$ cat config.mk
export PLATFORM = sky130hd
export DESIGN_NAME = simple_ppu_cmd_queue_flat
export DESIGN_NICKNAME = d
export VERILOG_FILES = /design/src/rtl/simple_ppu_cmd_queue_if.sv /design/src/rtl/simple_ppu_cmd_queue.sv /design/src/flat_wrapper.sv
export SDC_FILE = /design/constraint.sdc
export NUM_CORES = 2
export LEC_CHECK = 0
export ABC_AREA = 0
export CAP_MARGIN = 20
export CORE_ASPECT_RATIO = 2
export CORE_UTILIZATION = 35
export DETAILED_ROUTE_END_ITERATION = 10
export MAX_ROUTING_LAYER = met4
export PLACE_DENSITY = 0.57
export SYNTH_ARGS = -nofsm -noshare
export SYNTH_HDL_FRONTEND = slang
export SYNTH_SLANG_ARGS = --single-unit
$ cat constraint.sdc
create_clock -name clk -period 22.2 [get_ports clk]
set_input_delay 4.44 -clock clk [delete_from_list [all_inputs] [get_ports clk]]
set_output_delay 4.44 -clock clk [all_outputs]
set_load 0.1 [all_outputs]
$ cat src/rtl/simple_ppu_cmd_queue_if.sv
// rtl/simple_ppu_cmd_queue_if.sv - CPU register port and PPU command port bundle
interface simple_ppu_cmd_queue_if;
    logic        cpu_wr;
    logic        cpu_rd;
    logic [3:0]  cpu_addr;
    logic [31:0] cpu_wdata;
    logic [31:0] cpu_rdata;
    logic        ppu_start;
    logic [7:0]  ppu_opcode;
    logic [31:0] ppu_arg0;
    logic [31:0] ppu_arg1;
    logic [31:0] ppu_arg2;
    logic [31:0] ppu_arg3;
    logic [31:0] ppu_arg4;
    logic [31:0] ppu_arg5;
    logic [31:0] ppu_arg6;
    logic        ppu_busy;
    logic        ppu_done;
    logic        queue_idle;

    modport slave (
        input  cpu_wr, cpu_rd, cpu_addr, cpu_wdata, ppu_busy, ppu_done,
        output cpu_rdata, ppu_start, ppu_opcode, queue_idle,
        output ppu_arg0, ppu_arg1, ppu_arg2, ppu_arg3, ppu_arg4, ppu_arg5, ppu_arg6
    );

    modport master (
        output cpu_wr, cpu_rd, cpu_addr, cpu_wdata, ppu_busy, ppu_done,
        input  cpu_rdata, ppu_start, ppu_opcode, queue_idle,
        input  ppu_arg0, ppu_arg1, ppu_arg2, ppu_arg3, ppu_arg4, ppu_arg5, ppu_arg6
    );
endinterface

$ cat src/rtl/simple_ppu_cmd_queue.sv
// rtl/simple_ppu_cmd_queue.sv - register-window command FIFO and dispatcher for the PPU
module simple_ppu_cmd_queue #(
    parameter int DEPTH      = 8,
    parameter int DEPTH_LOG2 = 3
) (
    input  logic                  clk,
    input  logic                  reset_n,
    simple_ppu_cmd_queue_if.slave bus
);
    localparam int CW = DEPTH_LOG2 + 1;
    localparam int EW = 8 + 7 * 32;

    typedef enum logic {S_IDLE = 1'b0, S_WAIT = 1'b1} state_t;

    logic [6:0][31:0]      arg_q;
    logic [EW-1:0]         mem_q [DEPTH];
    logic [DEPTH_LOG2-1:0] wr_ptr_q, wr_ptr_d;
    logic [DEPTH_LOG2-1:0] rd_ptr_q, rd_ptr_d;
    logic [CW-1:0]         count_q, count_d;
    logic                  overflow_q, overflow_d;
    logic [31:0]           rdata_q, rdata_d;
    state_t                state_q;
    logic                  ppu_start_q;
    logic [7:0]            ppu_opcode_q;
    logic [6:0][31:0]      ppu_arg_q;

    logic          push_req, push_ok, pop, flush, ovf_clr, full, empty;
    logic [31:0]   status;
    logic [EW-1:0] head;

    assign full     = (count_q == CW'(DEPTH));
    assign empty    = (count_q == '0);
    assign push_req = bus.cpu_wr && (bus.cpu_addr == 4'd7);
    assign flush    = bus.cpu_wr && (bus.cpu_addr == 4'd9) && bus.cpu_wdata[0];
    assign ovf_clr  = bus.cpu_wr && (bus.cpu_addr == 4'd8) && bus.cpu_wdata[19];
    // A full queue drops the push even when a pop frees a slot on the same edge.
    assign push_ok  = push_req && (!full || flush);
    assign pop      = (state_q == S_IDLE) && !empty && !bus.ppu_busy;
    assign head     = mem_q[rd_ptr_q];
    assign status   = {12'd0, overflow_q, state_q == S_WAIT, empty, full, 16'(count_q)};

    always_comb begin
        wr_ptr_d = push_ok ? wr_ptr_q + DEPTH_LOG2'(1) : wr_ptr_q;
        if (flush) begin
            rd_ptr_d = wr_ptr_q;
            count_d  = push_ok ? CW'(1) : '0;
        end else begin
            rd_ptr_d = pop ? rd_ptr_q + DEPTH_LOG2'(1) : rd_ptr_q;
            count_d  = count_q;
            if (push_ok && !pop) begin
                count_d = count_q + CW'(1);
            end else if (!push_ok && pop) begin
                count_d = count_q - CW'(1);
            end
        end
        overflow_d = overflow_q;
        if (ovf_clr) begin
            overflow_d = 1'b0;
        end
        if (push_req && !push_ok) begin
            overflow_d = 1'b1;
        end
    end

    always_comb begin
        rdata_d = rdata_q;
        if (bus.cpu_rd) begin
            case (bus.cpu_addr)
                4'd0, 4'd1, 4'd2, 4'd3, 4'd4, 4'd5, 4'd6: rdata_d = arg_q[bus.cpu_addr[2:0]];
                4'd8:    rdata_d = status;
                default: rdata_d = '0;
            endcase
        end
    end

    always_ff @(posedge clk) begin
        if (push_ok) begin
            mem_q[wr_ptr_q] <= {bus.cpu_wdata[7:0], arg_q};
        end
    end

    always_ff @(posedge clk or negedge reset_n) begin
        if (!reset_n) begin
            arg_q      <= '0;
            wr_ptr_q   <= '0;
            rd_ptr_q   <= '0;
            count_q    <= '0;
            overflow_q <= 1'b0;
            rdata_q    <= '0;
        end else begin
            if (bus.cpu_wr && (bus.cpu_addr < 4'd7)) begin
                arg_q[bus.cpu_addr[2:0]] <= bus.cpu_wdata;
            end
            wr_ptr_q   <= wr_ptr_d;
            rd_ptr_q   <= rd_ptr_d;
            count_q    <= count_d;
            overflow_q <= overflow_d;
            rdata_q    <= rdata_d;
        end
    end

    always_ff @(posedge clk or negedge reset_n) begin
        if (!reset_n) begin
            state_q      <= S_IDLE;
            ppu_start_q  <= 1'b0;
            ppu_opcode_q <= '0;
            ppu_arg_q    <= '0;
        end else begin
            case (state_q)
                S_IDLE: begin
                    if (pop) begin
                        ppu_opcode_q <= head[EW-1 -: 8];
                        ppu_arg_q    <= head[7*32-1:0];
                        ppu_start_q  <= 1'b1;
                        state_q      <= S_WAIT;
                    end
                end
                S_WAIT: begin
                    ppu_start_q <= 1'b0;
                    if (bus.ppu_done) begin
                        state_q <= S_IDLE;
                    end
                end
                default: state_q <= S_IDLE;
            endcase
        end
    end

    assign bus.cpu_rdata  = rdata_q;
    assign bus.ppu_start  = ppu_start_q;
    assign bus.ppu_opcode = ppu_opcode_q;
    assign bus.ppu_arg0   = ppu_arg_q[0];
    assign bus.ppu_arg1   = ppu_arg_q[1];
    assign bus.ppu_arg2   = ppu_arg_q[2];
    assign bus.ppu_arg3   = ppu_arg_q[3];
    assign bus.ppu_arg4   = ppu_arg_q[4];
    assign bus.ppu_arg5   = ppu_arg_q[5];
    assign bus.ppu_arg6   = ppu_arg_q[6];
    assign bus.queue_idle = empty && (state_q == S_IDLE);
endmodule

$ cat src/flat_wrapper.sv
// flat-port wrapper written by rule: the top's interface ports become plain ports
module simple_ppu_cmd_queue_flat 
#(
    parameter int DEPTH      = 8,
    parameter int DEPTH_LOG2 = 3
)
  (clk, reset_n, bus_cpu_wr, bus_cpu_rd, bus_cpu_addr, bus_cpu_wdata, bus_ppu_busy, bus_ppu_done, bus_cpu_rdata, bus_ppu_start, bus_ppu_opcode, bus_queue_idle, bus_ppu_arg0, bus_ppu_arg1, bus_ppu_arg2, bus_ppu_arg3, bus_ppu_arg4, bus_ppu_arg5, bus_ppu_arg6);
  simple_ppu_cmd_queue_if bus_i ();
  input  logic clk;
  input  logic reset_n;
  input wire logic [$bits(bus_i.cpu_wr)-1:0] bus_cpu_wr;
  input wire logic [$bits(bus_i.cpu_rd)-1:0] bus_cpu_rd;
  input wire logic [$bits(bus_i.cpu_addr)-1:0] bus_cpu_addr;
  input wire logic [$bits(bus_i.cpu_wdata)-1:0] bus_cpu_wdata;
  input wire logic [$bits(bus_i.ppu_busy)-1:0] bus_ppu_busy;
  input wire logic [$bits(bus_i.ppu_done)-1:0] bus_ppu_done;
  output wire logic [$bits(bus_i.cpu_rdata)-1:0] bus_cpu_rdata;
  output wire logic [$bits(bus_i.ppu_start)-1:0] bus_ppu_start;
  output wire logic [$bits(bus_i.ppu_opcode)-1:0] bus_ppu_opcode;
  output wire logic [$bits(bus_i.queue_idle)-1:0] bus_queue_idle;
  output wire logic [$bits(bus_i.ppu_arg0)-1:0] bus_ppu_arg0;
  output wire logic [$bits(bus_i.ppu_arg1)-1:0] bus_ppu_arg1;
  output wire logic [$bits(bus_i.ppu_arg2)-1:0] bus_ppu_arg2;
  output wire logic [$bits(bus_i.ppu_arg3)-1:0] bus_ppu_arg3;
  output wire logic [$bits(bus_i.ppu_arg4)-1:0] bus_ppu_arg4;
  output wire logic [$bits(bus_i.ppu_arg5)-1:0] bus_ppu_arg5;
  output wire logic [$bits(bus_i.ppu_arg6)-1:0] bus_ppu_arg6;
  assign bus_i.cpu_wr = bus_cpu_wr;
  assign bus_i.cpu_rd = bus_cpu_rd;
  assign bus_i.cpu_addr = bus_cpu_addr;
  assign bus_i.cpu_wdata = bus_cpu_wdata;
  assign bus_i.ppu_busy = bus_ppu_busy;
  assign bus_i.ppu_done = bus_ppu_done;
  assign bus_cpu_rdata = bus_i.cpu_rdata;
  assign bus_ppu_start = bus_i.ppu_start;
  assign bus_ppu_opcode = bus_i.ppu_opcode;
  assign bus_queue_idle = bus_i.queue_idle;
  assign bus_ppu_arg0 = bus_i.ppu_arg0;
  assign bus_ppu_arg1 = bus_i.ppu_arg1;
  assign bus_ppu_arg2 = bus_i.ppu_arg2;
  assign bus_ppu_arg3 = bus_i.ppu_arg3;
  assign bus_ppu_arg4 = bus_i.ppu_arg4;
  assign bus_ppu_arg5 = bus_i.ppu_arg5;
  assign bus_ppu_arg6 = bus_i.ppu_arg6;
  simple_ppu_cmd_queue #(.DEPTH(DEPTH), .DEPTH_LOG2(DEPTH_LOG2)) u_core (.clk(clk), .reset_n(reset_n), .bus(bus_i));
endmodule
Word level (Yosys, flattened, before mapping)
Memory sizes are Yosys's and may differ from the RTL's. A register that Yosys moved wholly into a read port is not among the register bits.
Cells that the tools add are included.
Widths: inputs -> output; s select.
{ "op_classes": {"n_lt_le_gt_ge": 3, "n_mux": 21, "eq_ne": 11, "reduce_logical": 28, "n_addsub": 4, "bitwise_logic": 1} }
{ "ops": {"columns": ["cell", "count"], "rows": [
  ["$bwmux 224", 1],
  ["$bmux 32 s3", 1],
  ["$demux 32 s3", 1],
  ["$mux 32", 2],
  ["$pmux 32 s2", 1],
  ["$eq 4x3->1 const B", 4],
  ["$logic_and 1x1->1", 14],
  ["$eq 4x4->1 const B", 3],
  ["$mux 4", 3],
  ["$eq 4x2->1 const B", 2],
  ["$logic_not 4->1", 2],
  ["$mux 1", 8],
  ["$reduce_or 7->1", 1],
  ["$add 3x1->3 const B", 2],
  ["$logic_not 1->1", 6],
  ["$mux 3", 2],
  ["$add 4x1->4 const B", 1],
  ["$eq 4x1->1 const B", 1],
  ["$lt 3x4->1 const B", 1],
  ["$lt 4x3->1 const B", 1],
  ["$pmux 1 s2", 2],
  ["$reduce_bool 2->1", 2],
  ["$sub 4x1->4 const B", 1],
  ["$ge 3x1->1 const B", 1],
  ["5 further kinds", 5]
]} }
{ "totals": {"out_inout_bits": 266, "ramBits": 1856, "in_bits": 42, "mem_count": 1, "ff_bits": 269} }
{ "mem_list": {"columns": ["name", "depth", "word_bits", "rd", "rd_clocked_by_memory_dff", "wr", "line", "rtl"], "rows": [
  ["u_core.mem_q", 8, 232, 1, 1, 1, "simple_ppu_cmd_queue.sv:16", "logic [EW-1:0] mem_q [DEPTH];"]
]} }

Longest topological paths before layout
{ "logic_depth": {"ltp_word": 10, "ltp_mapped": 11} }

Worst setup path after synthesis
No wires, ideal clock.
{ "synth_timing": {"kind": "input to register", "start": "input port bus_cpu_addr[0]", "end": "memory u_core.mem_q[0][0] (netlist name), enable pin", "n_path_buf": 1, "setup_time_ps": 1108, "setup_slack_ps": 83, "arrival_time_ps": 21010, "required_ps": 21092, "path_stages": 5, "path_cell_list": "buf_2 > nand2_1 > nor3_1 > nand2b_1 > nor3_1"} }
{ "synth_between": {"elab_chain_len": 7, "word_cells_on_any_way": 9, "cone_classes": "eq/ne: 2; mux: 2; reduce/logical: 5"} }
{ "synth_rtl": {"columns": ["item", "line", "rtl"], "rows": [
  ["from (decl)", "flat_wrapper.sv:13", "input wire logic [$bits(bus_i.cpu_addr)-1:0] bus_cpu_addr;"],
  ["$eq 4x4->1", "simple_ppu_cmd_queue.sv:34", "assign flush = bus.cpu_wr && (bus.cpu_addr == 4'd9) && bus.cpu_wdata[0];"],
  ["$logic_and 1x1->1 (2 in a row)", "simple_ppu_cmd_queue.sv:34", null],
  ["$logic_or 1x1->1", "simple_ppu_cmd_queue.sv:37", "assign push_ok = push_req && (!full || flush);"],
  ["$logic_and 1x1->1 (*)", "simple_ppu_cmd_queue.sv:37", null],
  ["named net u_core.push_ok", "simple_ppu_cmd_queue.sv:27", "logic push_req, push_ok, pop, flush, ovf_clr, full, empty;"],
  ["$mux 1 (*)", "simple_ppu_cmd_queue.sv:77", "if (push_ok) begin"],
  ["$mux 1 (not written as such) (*)", "simple_ppu_cmd_queue.sv:78", "mem_q[wr_ptr_q] <= {bus.cpu_wdata[7:0], arg_q};"],
  ["to (decl)", "simple_ppu_cmd_queue.sv:16", null]
]} }
The timed path passes the listed nets; every way through them passes the cells marked *.

Worst setup path in the final report
{ "layout_timing": {"start": "input port bus_cpu_addr[3]", "end": "memory u_core.mem_q[3][110] (netlist name), enable pin"} }
Same word-level chain as after synthesis.

==> impl_results.md <==
- Status: completed
- Max-slew violations: 0
- Worst path cell trace: clkdlybuf4s50_1, nand3b_1, nor3_1, nand2_1, nor2_4, buf_4, buf_4, buf_4
- Die Wd: 359 um
- Iter 0 DRT Violations: 3853
- Final Critical Period: 9580 ps
- Global-route wire length before repair: 344000 um
- Largest area contributor in the synthesized netlist: edfxtp_1
- Worst slew margin: 11.7%
- Top cell by count, worst path: buf_4
- H-tree level count: 4
- Worst Setup End Kind: flop
- Worst slew pin tran: 1320 ps
- Final ANT Viol Nets: 0
- Die area: 258000 um2
- R2R setup slack: 16670 ps
- Hold WC Path Type: flop to flop
- DR pass1 iterations: 7
- Postcts setup bufs: 0
- Layout cells sized above 1: 24.9%
- Hold Fails Final Rpt: 0
- Max Buffers Root-to-Sink: 4
- Cell chosen for the clock root: clkbuf_16
- Yosys reg bits: approximately 2400
- Clock sink total: 2357
- Critical path startpoint category: input port
- Routed WL: 241000 um
- Hold EP: u_core.bus.ppu_arg0[30]$_DFFE_PN0P_
- Largest cells by area after synthesis: edfxtp_1 (62%), dfrtp_1 (14%), mux4_2 (12%)
- Synth unique cells: 43
- Syn. warnings: 0
- WP data required: roughly 23000 ps
- CTS tree: yes
- Share of the yosys chip area belonging to registers: 76.4%
- Leakage: 34.8 nW
- CP max stage cell: nor3_1
- Syn Inst Count: 4332
- Worst Path Arrival: 10070 ps
- Hold_sp: u_core.bus.ppu_arg0[30]$_DFFE_PN0P_
- Fin crit share: 43.2%
- Dominant synthesized flop cell: edfxtp_1
- Final nets: 4733
- CTS buffer count: around 200
- Crit path largest cell delay: 900 ps
- MaxCap Viol Count: 0
- Power per cell area: 138 nW/um2
- Mapped Area: roughly 89000 um2
- Post-synth top cells: edfxtp_1 (1856), dfrtp_1 (501), mux4_2 (496)
- Reg2reg path depth: 7
- Row cnt: between 200 and 300
- Setup ws final: between 10000 and 15000 ps
- Final setup TNS: 0 ps
- Avg Inst Size Synth: 20.6 um2
- Die height: between 700 and 800 um
- FFs w/ async S/R, synth: 21.3%
- Ports: 308
- Place WS: 11680 ps
- Total GRT Usage: approximately a fifth
- CP Max Fanout: 43
- Yosys top cell area share: 62.3%
- # port buffers: 307
- Initial antenna violation count: 20
- Max Fclk: 104 MHz
- Clock Pin Slew Worst Setup and Hold Paths: 60 ps
- Worst-Skew Late Latency: 850 ps
- RR Endpoint: u_core.mem_q[3][110]$_DFFE_PP_
- Peak supply drop: 0.0995 mV
- Starting Density: 35.1%
- Gr ovfl total: 0
- R2r startpoint: u_core.count_q[3]$_DFFE_PN0P_
- Dpl hpwl: approximately 150000 um
- DR WL/cell: approximately 30 um
- Avg Vias per Cell: 5.24
- Core Region: 254000 um2
- Setup Crit Path Kind: input port to flop
- Post-synth EDFFs: 1856
- Most frequent cell after synthesis: edfxtp_1
- Post-CTS Resized: 0
- RSZ-0062 raised after global routing: no
- Post-cts hold buffer count: 0
- Total number of vias: 42800
- Gpl congestion: 0.807
- DRC Markers: 0
- Layout Skew: 67.4 ps
- Syn Nets: 4380
- Vias in the first global route: 44700
- Largest net degree at the start of global routing: approximately 150
- Final setup violation count: 0
- Hold depth: 2
- Fin Hold WS: 481 ps
- Synth-to-layout area growth: 14.7%
## cell type report
cell class | instances | area [um2]
fillers | 22600 | 152000
flip-flops and latches | 2357 | 68300
multi-input cells | 1673 | 19700
clock buffers | 269 | 5560
well taps | 3300 | 4130
repair buffers | 390 | 3580
clock inverters | 102 | 1050
inverters | 60 | 225
diodes | 6 | 15.0
## stage by stage
step                      cells  instance area [um2]  power (mW)  util [%]
after floorplan            4332                89400        9.20         -
after detailed placement   7778                95900        10.8      37.7
after global routing       8154               103000        14.7      40.3
after global placement     7777                95900        10.7      37.7
final                      8157               103000        14.1      40.3
after CTS                  8149               103000        14.4      40.3
## power by group
group | total, mW | switching [mW] | internal [mW]
sequential | 5.97 | 0.645 | 5.32
clock | 3.60 | 1.61 | 1.99
combinational | 4.57 | 3.09 | 1.49
total | 14.1 | 5.34 | 8.80
## registers in the layout, indices dropped and copies added, names as in the netlist
| name | cells |
|---|---|
| u_core.bus.ppu_start | 1 |
| u_core.bus.ppu_arg0 | 32 |
| u_core.count_q | 4 |
| u_core.bus.ppu_arg3 | 32 |
| u_core.bus.ppu_arg2 | 32 |
| u_core.bus.cpu_rdata | 32 |
| u_core.bus.ppu_arg4 | 32 |
| u_core.bus.ppu_opcode | 8 |
| u_core.state_q | 1 |
| u_core.overflow_q | 1 |
| u_core.wr_ptr_q | 3 |
| u_core.arg_q | 224 |
| u_core.bus.ppu_arg6 | 32 |
| u_core.mem_q | 1856 |
| u_core.rd_ptr_q | 3 |
| u_core.bus.ppu_arg5 | 32 |
| u_core.bus.ppu_arg1 | 32 |
## worst max path at each step
| stage | from | endpoint | slack, ps | cells after the start |
|---|---|---|---|---|
| 2_1_floorplan | bus_cpu_addr[0] | u_core.mem_q[0][0]$_DFFE_PP_ | 80 | 5 |
| 3_3_place_gp | bus_cpu_addr[3] | u_core.mem_q[3][110]$_DFFE_PP_ | 11580 | 8 |
| 3_5_place_dp | bus_cpu_addr[3] | u_core.mem_q[3][110]$_DFFE_PP_ | 11680 | 8 |
| 4_1_cts | bus_cpu_addr[3] | u_core.mem_q[3][110]$_DFFE_PP_ | 12570 | 8 |
| 5_1_grt | bus_cpu_addr[3] | u_core.mem_q[3][127]$_DFFE_PP_ | 12300 | 8 |
| 6_report | bus_cpu_addr[3] | u_core.mem_q[3][110]$_DFFE_PP_ | 12620 | 8 |
## layout by cell type, fill, tap and decap left out, types with 6 or more instances in the layout
| cell type | Yosys | routed |
|---|---|---|
| buf_12 | 0 | 13 |
| buf_2 | 61 | 11 |
| buf_4 | 32 | 168 |
| bufinv_16 | 0 | 19 |
| clkbuf_1 | 60 | 47 |
| clkbuf_16 | 0 | 207 |
| clkbuf_8 | 0 | 15 |
| clkdlybuf4s50_1 | 0 | 195 |
| clkinv_1 | 1 | 23 |
| clkinv_2 | 0 | 39 |
| clkinvlp_4 | 0 | 10 |
| dfrtp_1 | 501 | 498 |
| diode_2 | 0 | 6 |
| edfxtp_1 | 1856 | 1856 |
| inv_1 | 59 | 59 |
| mux2_2 | 192 | 192 |
| mux2i_1 | 265 | 265 |
| mux4_2 | 496 | 496 |
| nand2_1 | 281 | 278 |
| nand3_1 | 16 | 16 |
| nor2_1 | 21 | 15 |
| nor2_4 | 0 | 7 |
| o211ai_1 | 32 | 32 |
| o21ai_0 | 229 | 229 |
| o21ai_1 | 62 | 62 |
| o221ai_1 | 30 | 30 |
## cells by family (layout without fill, tap and decap cells)
| family | after synthesis | count (layout) | synth area share (%) |
|---|---|---|---|
| flip-flops | 2357 | 2357 | 76.4 |
| adder cells (fa/ha/maj) | 6 | 6 | 0.0924 |
| other | 0 | 6 | 0 |
| AO/OA/AOI/OAI | 361 | 361 | 2.26 |
| multiplexers | 957 | 957 | 17.9 |
| buffers and inverters | 302 | 821 | 1.73 |
| XOR/XNOR | 6 | 6 | 0.0588 |
| AND/OR/NAND/NOR | 343 | 343 | 1.56 |
## worst max-delay path: cells and delay by family
| kind | cells | cell delay (ps) |
|---|---|---|
| buffers and inverters | 4 | 2720 |
| and+or+nand+nor | 4 | 2670 |
## layer usage
metal | vias to the layer above | track usage (%) | routed length, um
met2 | 1257 | 32.4 | 124000
met5 | - | - | 0
met3 | 316 | 2.67 | 12800
met4 | 0 | 6.88 | 9470
met1 | 23100 | 23.6 | 94900
li1 | 18100 | - | -
Power figures use the tool's default switching activity.
